`config.mk`:
```
export PLATFORM = sky130hd
export DESIGN_NAME = glitcbus_slave
export DESIGN_NICKNAME = d
export VERILOG_FILES = /design/src/rtl/glitcbus_slave.sv
export SDC_FILE = /design/constraint.sdc
export NUM_CORES = 1
export LEC_CHECK = 0
export CORE_ASPECT_RATIO = 1.2
export CORE_MARGIN = 4
export CORE_UTILIZATION = 40
export CTS_BUF_LIST = sky130_fd_sc_hd__clkbuf_8
export CTS_CLUSTER_SIZE = 16
export DETAILED_ROUTE_END_ITERATION = 12
export HOLD_SLACK_MARGIN = 0.06
export PLACE_DENSITY = 0.69
export SYNTH_ARGS = -nofsm -noshare
export SYNTH_HDL_FRONTEND = slang
export SYNTH_SLANG_ARGS = --single-unit
```
`constraint.sdc`:
```
create_clock -name clk_i -period 4.6 [get_ports clk_i]
set_clock_uncertainty 0.05 [all_clocks]
set_input_delay 0.92 -clock clk_i [delete_from_list [all_inputs] [get_ports clk_i]]
set_output_delay 0.92 -clock clk_i [all_outputs]
set_load 0.02 [all_outputs]
```
`src/rtl/glitcbus_slave.sv`:
```
// glitcbus_slave: GLITCBUS byte-phase responder turning GAD transfers into 32-bit local register reads/writes
// Ports: clk_i/rst_n_i (GCLK, sync active-low reset); gsel_b_i/grdwr_b_i/gad_i bus inputs;
//   gad_o/gad_oe_o read-data drive to external IOBUF; user_adr_o/user_dat_o/user_wr_o/user_rd_o/user_dat_i
//   local register port; abort_o watchdog/early-deselect pulse; state_o debug state.
module glitcbus_slave #(
  parameter int WDOG_MAX = 15,
  parameter int READ_LAT = 1
) (
  input  logic        clk_i,
  input  logic        rst_n_i,
  input  logic        gsel_b_i,
  input  logic        grdwr_b_i,
  input  logic [7:0]  gad_i,
  output logic [7:0]  gad_o,
  output logic        gad_oe_o,
  output logic [15:0] user_adr_o,
  output logic [31:0] user_dat_o,
  output logic        user_wr_o,
  output logic        user_rd_o,
  input  logic [31:0] user_dat_i,
  output logic        abort_o,
  output logic [3:0]  state_o
);
  typedef enum logic [3:0] {
    IDLE, ADRH, ADRL, WR_D3, WR_D2, WR_D1, WR_D0, WR_TAIL,
    RD_TA0, RD_TA1, RD_D3, RD_D2, RD_D1, RD_D0, WAIT_DESEL
  } state_t;
  localparam logic [7:0] WD_MAX = 8'(WDOG_MAX);
  state_t      state_q, state_d;
  logic [7:0]  gad_q, gad_d, wd_q, wd_d;
  logic        oe_q, oe_d, wr_q, wr_d, rd_q, rd_d, abort_q, abort_d, rw_q, rw_d;
  logic [15:0] adr_q, adr_d;
  logic [31:0] dat_q, dat_d, rdat_q, rdat_d, rword;
  logic        busy, early, desel, trip, ok, drive, lat_edge;
  always_comb begin
    busy  = state_q != IDLE;
    early = state_q inside {ADRH, ADRL, WR_D3, WR_D2, WR_D1, RD_TA0, RD_TA1, RD_D3, RD_D2, RD_D1};
    desel = early && gsel_b_i;
    trip  = busy && !gsel_b_i && wd_q == WD_MAX - 8'd1;
    ok    = busy && !gsel_b_i && !trip;
    state_d = state_q;
    case (state_q)
      IDLE:    state_d = gsel_b_i ? IDLE : ADRH;
      ADRH:    state_d = ADRL;
      ADRL:    state_d = rw_q ? RD_TA0 : WR_D3;
      WR_D3:   state_d = WR_D2;
      WR_D2:   state_d = WR_D1;
      WR_D1:   state_d = WR_D0;
      WR_D0:   state_d = WR_TAIL;
      RD_TA0:  state_d = RD_TA1;
      RD_TA1:  state_d = RD_D3;
      RD_D3:   state_d = RD_D2;
      RD_D2:   state_d = RD_D1;
      RD_D1:   state_d = RD_D0;
      default: state_d = gsel_b_i ? IDLE : WAIT_DESEL;
    endcase
    if (desel) state_d = IDLE;
    if (trip) state_d = WAIT_DESEL;
    abort_d = desel || trip;
    rw_d  = (!busy && !gsel_b_i) ? grdwr_b_i : rw_q;
    adr_d = (!busy && !gsel_b_i) ? {gad_i, adr_q[7:0]} :
            (state_q == ADRH && ok) ? {adr_q[15:8], gad_i} : adr_q;
    // write data arrives MSB first, so a byte shift register assembles the word
    dat_d = (ok && ((state_q == ADRL && !rw_q) || state_q inside {WR_D3, WR_D2, WR_D1})) ?
            {dat_q[23:0], gad_i} : dat_q;
    wr_d  = ok && state_q == WR_D1;
    rd_d  = ok && state_q == ADRH && rw_q;
    lat_edge = (READ_LAT != 0) ? state_q == RD_TA0 : (state_q == ADRL && rw_q);
    rdat_d = lat_edge ? user_dat_i : rdat_q;
    // with one-clock latency the word arrives on the same edge its first byte is launched
    rword = (READ_LAT != 0 && state_q == RD_TA0) ? user_dat_i : rdat_q;
    drive = ok && state_q inside {RD_TA0, RD_TA1, RD_D3, RD_D2};
    oe_d  = drive;
    gad_d = !drive ? 8'h00 :
            state_q == RD_TA0 ? rword[31:24] :
            state_q == RD_TA1 ? rdat_q[23:16] :
            state_q == RD_D3  ? rdat_q[15:8] : rdat_q[7:0];
    // saturating so the watchdog fires only once per stuck select
    wd_d = !busy ? 8'd0 : (!gsel_b_i && wd_q != WD_MAX) ? wd_q + 8'd1 : wd_q;
  end
  always_ff @(posedge clk_i) begin
    if (!rst_n_i) begin
      state_q <= IDLE;
      gad_q   <= '0;
      oe_q    <= 1'b0;
      wr_q    <= 1'b0;
      rd_q    <= 1'b0;
      abort_q <= 1'b0;
      rw_q    <= 1'b0;
      adr_q   <= '0;
      dat_q   <= '0;
      rdat_q  <= '0;
      wd_q    <= '0;
    end else begin
      state_q <= state_d;
      gad_q   <= gad_d;
      oe_q    <= oe_d;
      wr_q    <= wr_d;
      rd_q    <= rd_d;
      abort_q <= abort_d;
      rw_q    <= rw_d;
      adr_q   <= adr_d;
      dat_q   <= dat_d;
      rdat_q  <= rdat_d;
      wd_q    <= wd_d;
    end
  end
  assign gad_o      = gad_q;
  assign gad_oe_o   = oe_q;
  assign user_adr_o = adr_q;
  assign user_dat_o = dat_q;
  assign user_wr_o  = wr_q;
  assign user_rd_o  = rd_q;
  assign abort_o    = abort_q;
  assign state_o    = state_q;
endmodule

```
# After elaboration in Yosys (flattened, before gate mapping)
# Index checks and enable logic that the tools add are counted.
# classes
add_sub_neg,1
n_eq_ne,13
mux,11
bitwise,2
reduce_logical,27
# op_table
cell,count
case mux 4 bit (12 select lines),1
two-way mux 8 bit,4
== test 4 bit (second input constant),5
two-way mux 16 bit,1
two-way mux 4 bit,4
== test 4 x 3 -> 1 bit (second input constant),3
logical AND 1 bit,12
nonzero test 10 bit,1
adder 8 x 1 -> 8 bit (second input constant),1
== test 4 x 2 -> 1 bit (second input constant),2
== test 8 x 4 -> 1 bit (second input constant),1
!= test 8 x 4 -> 1 bit (second input constant),1
nonzero test 4 bit,2
AND reduction 2 bit,3
== test 4 x 1 -> 1 bit (second input constant),1
zero test 1 bit,4
zero test 4 bit,1
nonzero test 3 bit,1
OR reduction 3 bit,1
logical OR 1 bit,2
NOT 1 bit,2
two-way mux 1 bit,1
# totals
regBits,97
in_bits,44
output_inout_bits,64
elab_cells,67

# Logic depth before layout (Yosys ltp)
# logic_depth
depth_word,8
mapped_depth,7
mapped_depth_nobuf,6

# Worst setup path after synthesis
# Ideal clock, no wire load.
# synth_timing
kind,input -> register
start,input gsel_b_i
end,register dat_q[10] (netlist: user_dat_o[10])
setup_ns,0.072
arrival_ns,1.880
required_ns,4.478
setup_slack_ns,2.599
path_stages,4
n_path_buf,1
cell_sequence,nor2_1 > nor4b_4 > buf_6 > mux2i_1
# synth_via
elab_chain_cells,6
# synth_lines
item,line,source
"start, declared",11,"input logic gsel_b_i,"
zero test 1 bit (*),"39, 40",
logical AND 1 bit (*),"39, 40",
logical AND 1 bit,39,trip = busy && !gsel_b_i && wd_q == WD_MAX - 8'd1;
zero test 1 bit,40,ok = busy && !gsel_b_i && !trip;
logical AND 1 bit (*),40,
logical AND 1 bit (*),64,"dat_d = (ok && ((state_q == ADRL && !rw_q) || state_q inside {WR_D3, WR_D2, WR_D1})) ?"
"end signal, assigned",103,dat_q <= dat_d;
"end, declared",33,"logic [31:0] dat_q, dat_d, rdat_q, rdat_d, rword;"
# Every way passes the cells marked *; elsewhere a longest branch is shown, timed or not.
# A chain may end at the register's enable or synchronous reset.

# Worst setup path after layout
# layout_timing
start,register state_q[1] (netlist: state_o[1])
end,output state_o[1]
# layout_rtl
item,line,source
"start, declared",29,"state_t state_q, state_d;"
"start signal, assigned",95,state_q <= state_d;
"end, declared",22,output logic [3:0] state_o
# No word-level cell between the ends.

==> results.yml <==
logic_synthesis:
  synth_top_cell_area_share_pct: 50.2
  syn_avg_cell_area_um2: 9.05
  async_flop_share_pct: 0
  synth_warnings: 0
  ys_ff_latch: 97
  synth_top_area_cell: "dfxtp_1"
  synth-seq-area-share_pct: 50.2
  synth-edff-count: 0
  yosysUniqueCellTypes: 51
  synthTopCellsByArea: "dfxtp_1 (50%), mux2i_1 (11%), nand2_1 (11%), a21oi_1 (5.3%), o22ai_1 (2.6%)"
  synth_nets: 473
  netlist_area_um2: 3860
  synth-main-ff-cell: "dfxtp_1"
  syn_inst: 427
global_routing:
  first_global_vias: 3321
  grt_pass1_wl_um: 15700
  grtUsageTotal_pct: 17.2
  grt_max_degree: 44
  antenna_found_initial: 0
  grt-ovfl-total: 0
cts:
  cts_hold_buf: 0
  htree_num_levels: 3
  cts_tree: "built"
  cts_setup_buffers: 0
  cts.clk_slew.worst_paths_ns: 0.09
  cts_resized: 0
  cts.sinks: 97
  numCtsBuffers: 9
  worstSkewPairLatency_ns: 0.37
  clockBufferDepth: 2
  root_buffer: "clkbuf_8"
power_and_ir_drop:
  powerDensity_nw_per_um2: 305
  pwr-share-seq_pct: 54.7
  switching_share_pct: 23.8
  peakVddDrop_mv: 0.187
  p_total_mw: 1.58
  p_int_mw: 1.21
  clkPwrFrac_pct: 35.9
  p_leak_nw: 1.81
  power_frac_comb_pct: 9.4
  p_sw_uw: 376
final_layout:
  nets: 569
  diodes: 0
  final_core_util_pct: 54.8
  multi_input_area_um2: 1760
  fillerInstances: 879
  drive_gt1_share_pct: 6.45
  seqCellArea_um2: 1940
  fin_cells: 650
  area_growth_pct: 34.2
  design_area_um2: 5190
timing:
  setup_viol: 0
  fin_crit_ns: 2.79
  worst_slew_margin_rel_pct: 32.3
  hold_violations: 0
  max_freq_ghz: 0.358
  tightest_slew_ns: 1.01
  final.setup.worst_slack_ns: 1.81
  hold_ws_ns: 0.408
  fin_tns_setup_ns: 0
  maxSlewViolCount: 0
  final.period_utilization_pct: 60.7
  rsz0062_at_grt: "false"
placement:
  dpl_cell_area_um2: 4980
  port-buffer-count: 107
  pre_cts_ws_ns: 1.60
  dp_hpwl_um: 6730
  post-place-cells: 635
  gp_congestion: 0.798
worst_setup_path:
  arrival_ns: 1.82
  cpPeakStageDelay_ns: 0.74
  path_cells: "clkdlybuf4s50_1"
  crit_fanout: 16
  cp-end-kind: "primary output"
  critPathBufInv: 1
  worstPathRequired_ns: 3.63
  cp_slowest_cell: "clkdlybuf4s50_1"
  crit_family: "buffers and inverters"
  path_class: "reg2out"
  critPathLaunchType: "flop"
routing:
  top_layer: "met4"
  drt_iter0_drc: 172
  wl_met3_um: 777
  wl_met1_um: 4120
  drtPass1Iterations: 5
  via_per_inst: 5.02
  drcViolationCount: 0
  wl_per_cell_um: 14.7
  postRouteAntennaNets: 0
  num_vias: 3261
  met2_length_um: 4480
  wl_um: 9530
min_path:
  holdCritPathClass: "reg2reg"
die:
  initial_core_util_pct: 40.8
  die_x_um: 97.7
  coreArea_um2: 9470
  dieHeight_um: 116
  rows: 39
  io_pins: 108
  die_area_um2: 11300
status:
  outcome: "completed"
run:
  maxCapViolations: 0
==> synthesized netlist by cell type, drive strengths merged (2+ instances only) <==
library cell  count
a21oi            42
a31oi             2
buf              12
clkbuf           15
dfxtp            97
ha                2
inv               5
mux2i            41
nand2           109
nand2b            3
nand3            12
nand4             2
nand4b            2
nor2             22
nor2b             3
nor3             12
nor4              2
nor4b             2
o21ai             3
o22ai            16
xnor2             2
xor2              2
==> power groups by stage <==
| stage | registers, mW | logic, mW | clock network [mW] |
|---|---|---|---|
| 2_1_floorplan | 0.892 | 0.0667 | 0 |
| 3_3_place_gp | 0.884 | 0.148 | 0 |
| 3_5_place_dp | 0.885 | 0.149 | 0 |
| 4_1_cts | 0.865 | 0.150 | 0.584 |
| 5_1_grt | 0.868 | 0.161 | 0.612 |
| 6_report | 0.865 | 0.148 | 0.568 |
==> layout make-up <==
class / count / share of cell area, %
Clock inverter: 4 / 1.01
Multi-Input combinational cell: 297 / 33.8
Timing Repair Buffer: 112 / 21.4
Sequential cell: 97 / 37.4
Clock buffer: 11 / 2.92
Tap cell: 123 / 2.97
Inverter: 6 / 0.434
==> final timing paths <==
| kind | depth (start not counted) | slack, ns | to | start |
|---|---|---|---|---|
| worst max-delay path | 1 | 1.81 | state_o[1] | state_o[1] |
| worst min-delay path | 2 | 0.41 | rdat_q[0] | rdat_q[0] |
| worst max register to register | 4 | 1.96 | gad_o[5] | state_o[1] |
| worst min register to register | 2 | 0.41 | rdat_q[0] | rdat_q[0] |
==> cell families (layout without fill, tap and decap cells) <==
family          after synthesis  after routing  synth area share (%)
compound gates               72             72                  11.3
xor+xnor                      4              4                 0.907
fa+ha+maj                     2              2                 0.647
buf+inv                      33            133                  4.34
flops                        97             97                  50.2
mux                          41             41                  10.6
simple gates                178            178                  22.0
==> worst min-delay path: cells and delay by family, from the launching register on <==
family          cells  cell delay, ns
simple gates        1            0.05
flops               1            0.32
compound gates      1            0.05
==> layout by cell type (no fill, tap or decap), types with 2 or more instances in the layout <==
| master | count |
|---|---|
| nand3_1 | 11 |
| dfxtp_1 | 97 |
| ha_1 | 2 |
| nand2_1 | 109 |
| nor2_1 | 21 |
| buf_4 | 5 |
| inv_1 | 5 |
| a31oi_1 | 2 |
| a21oi_1 | 41 |
| clkinv_4 | 2 |
| clkbuf_8 | 11 |
| o21ai_0 | 3 |
| mux2i_1 | 41 |
| xor2_1 | 2 |
| nand4_1 | 2 |
| nor3_1 | 11 |
| xnor2_1 | 2 |
| o22ai_1 | 16 |
| nor2b_1 | 3 |
| clkdlybuf4s50_1 | 107 |
| nand2b_1 | 3 |
==> sequential cells by signal, indices dropped and copies added (netlist names), 4 cells and up <==
signal and count:
gad_o 8, user_dat_o 32, user_adr_o 16, state_o 4, rdat_q 24, wd_q 8
==> layer usage <==
layer | vias up | track usage (%)
li1 | 1656 | -
met1 | 1504 | 20.0
met2 | 88 | 28.6
met3 | 13 | 7.22
met4 | 0 | 6.28
met5 | - | 0
(Power assumes the default switching activity.)
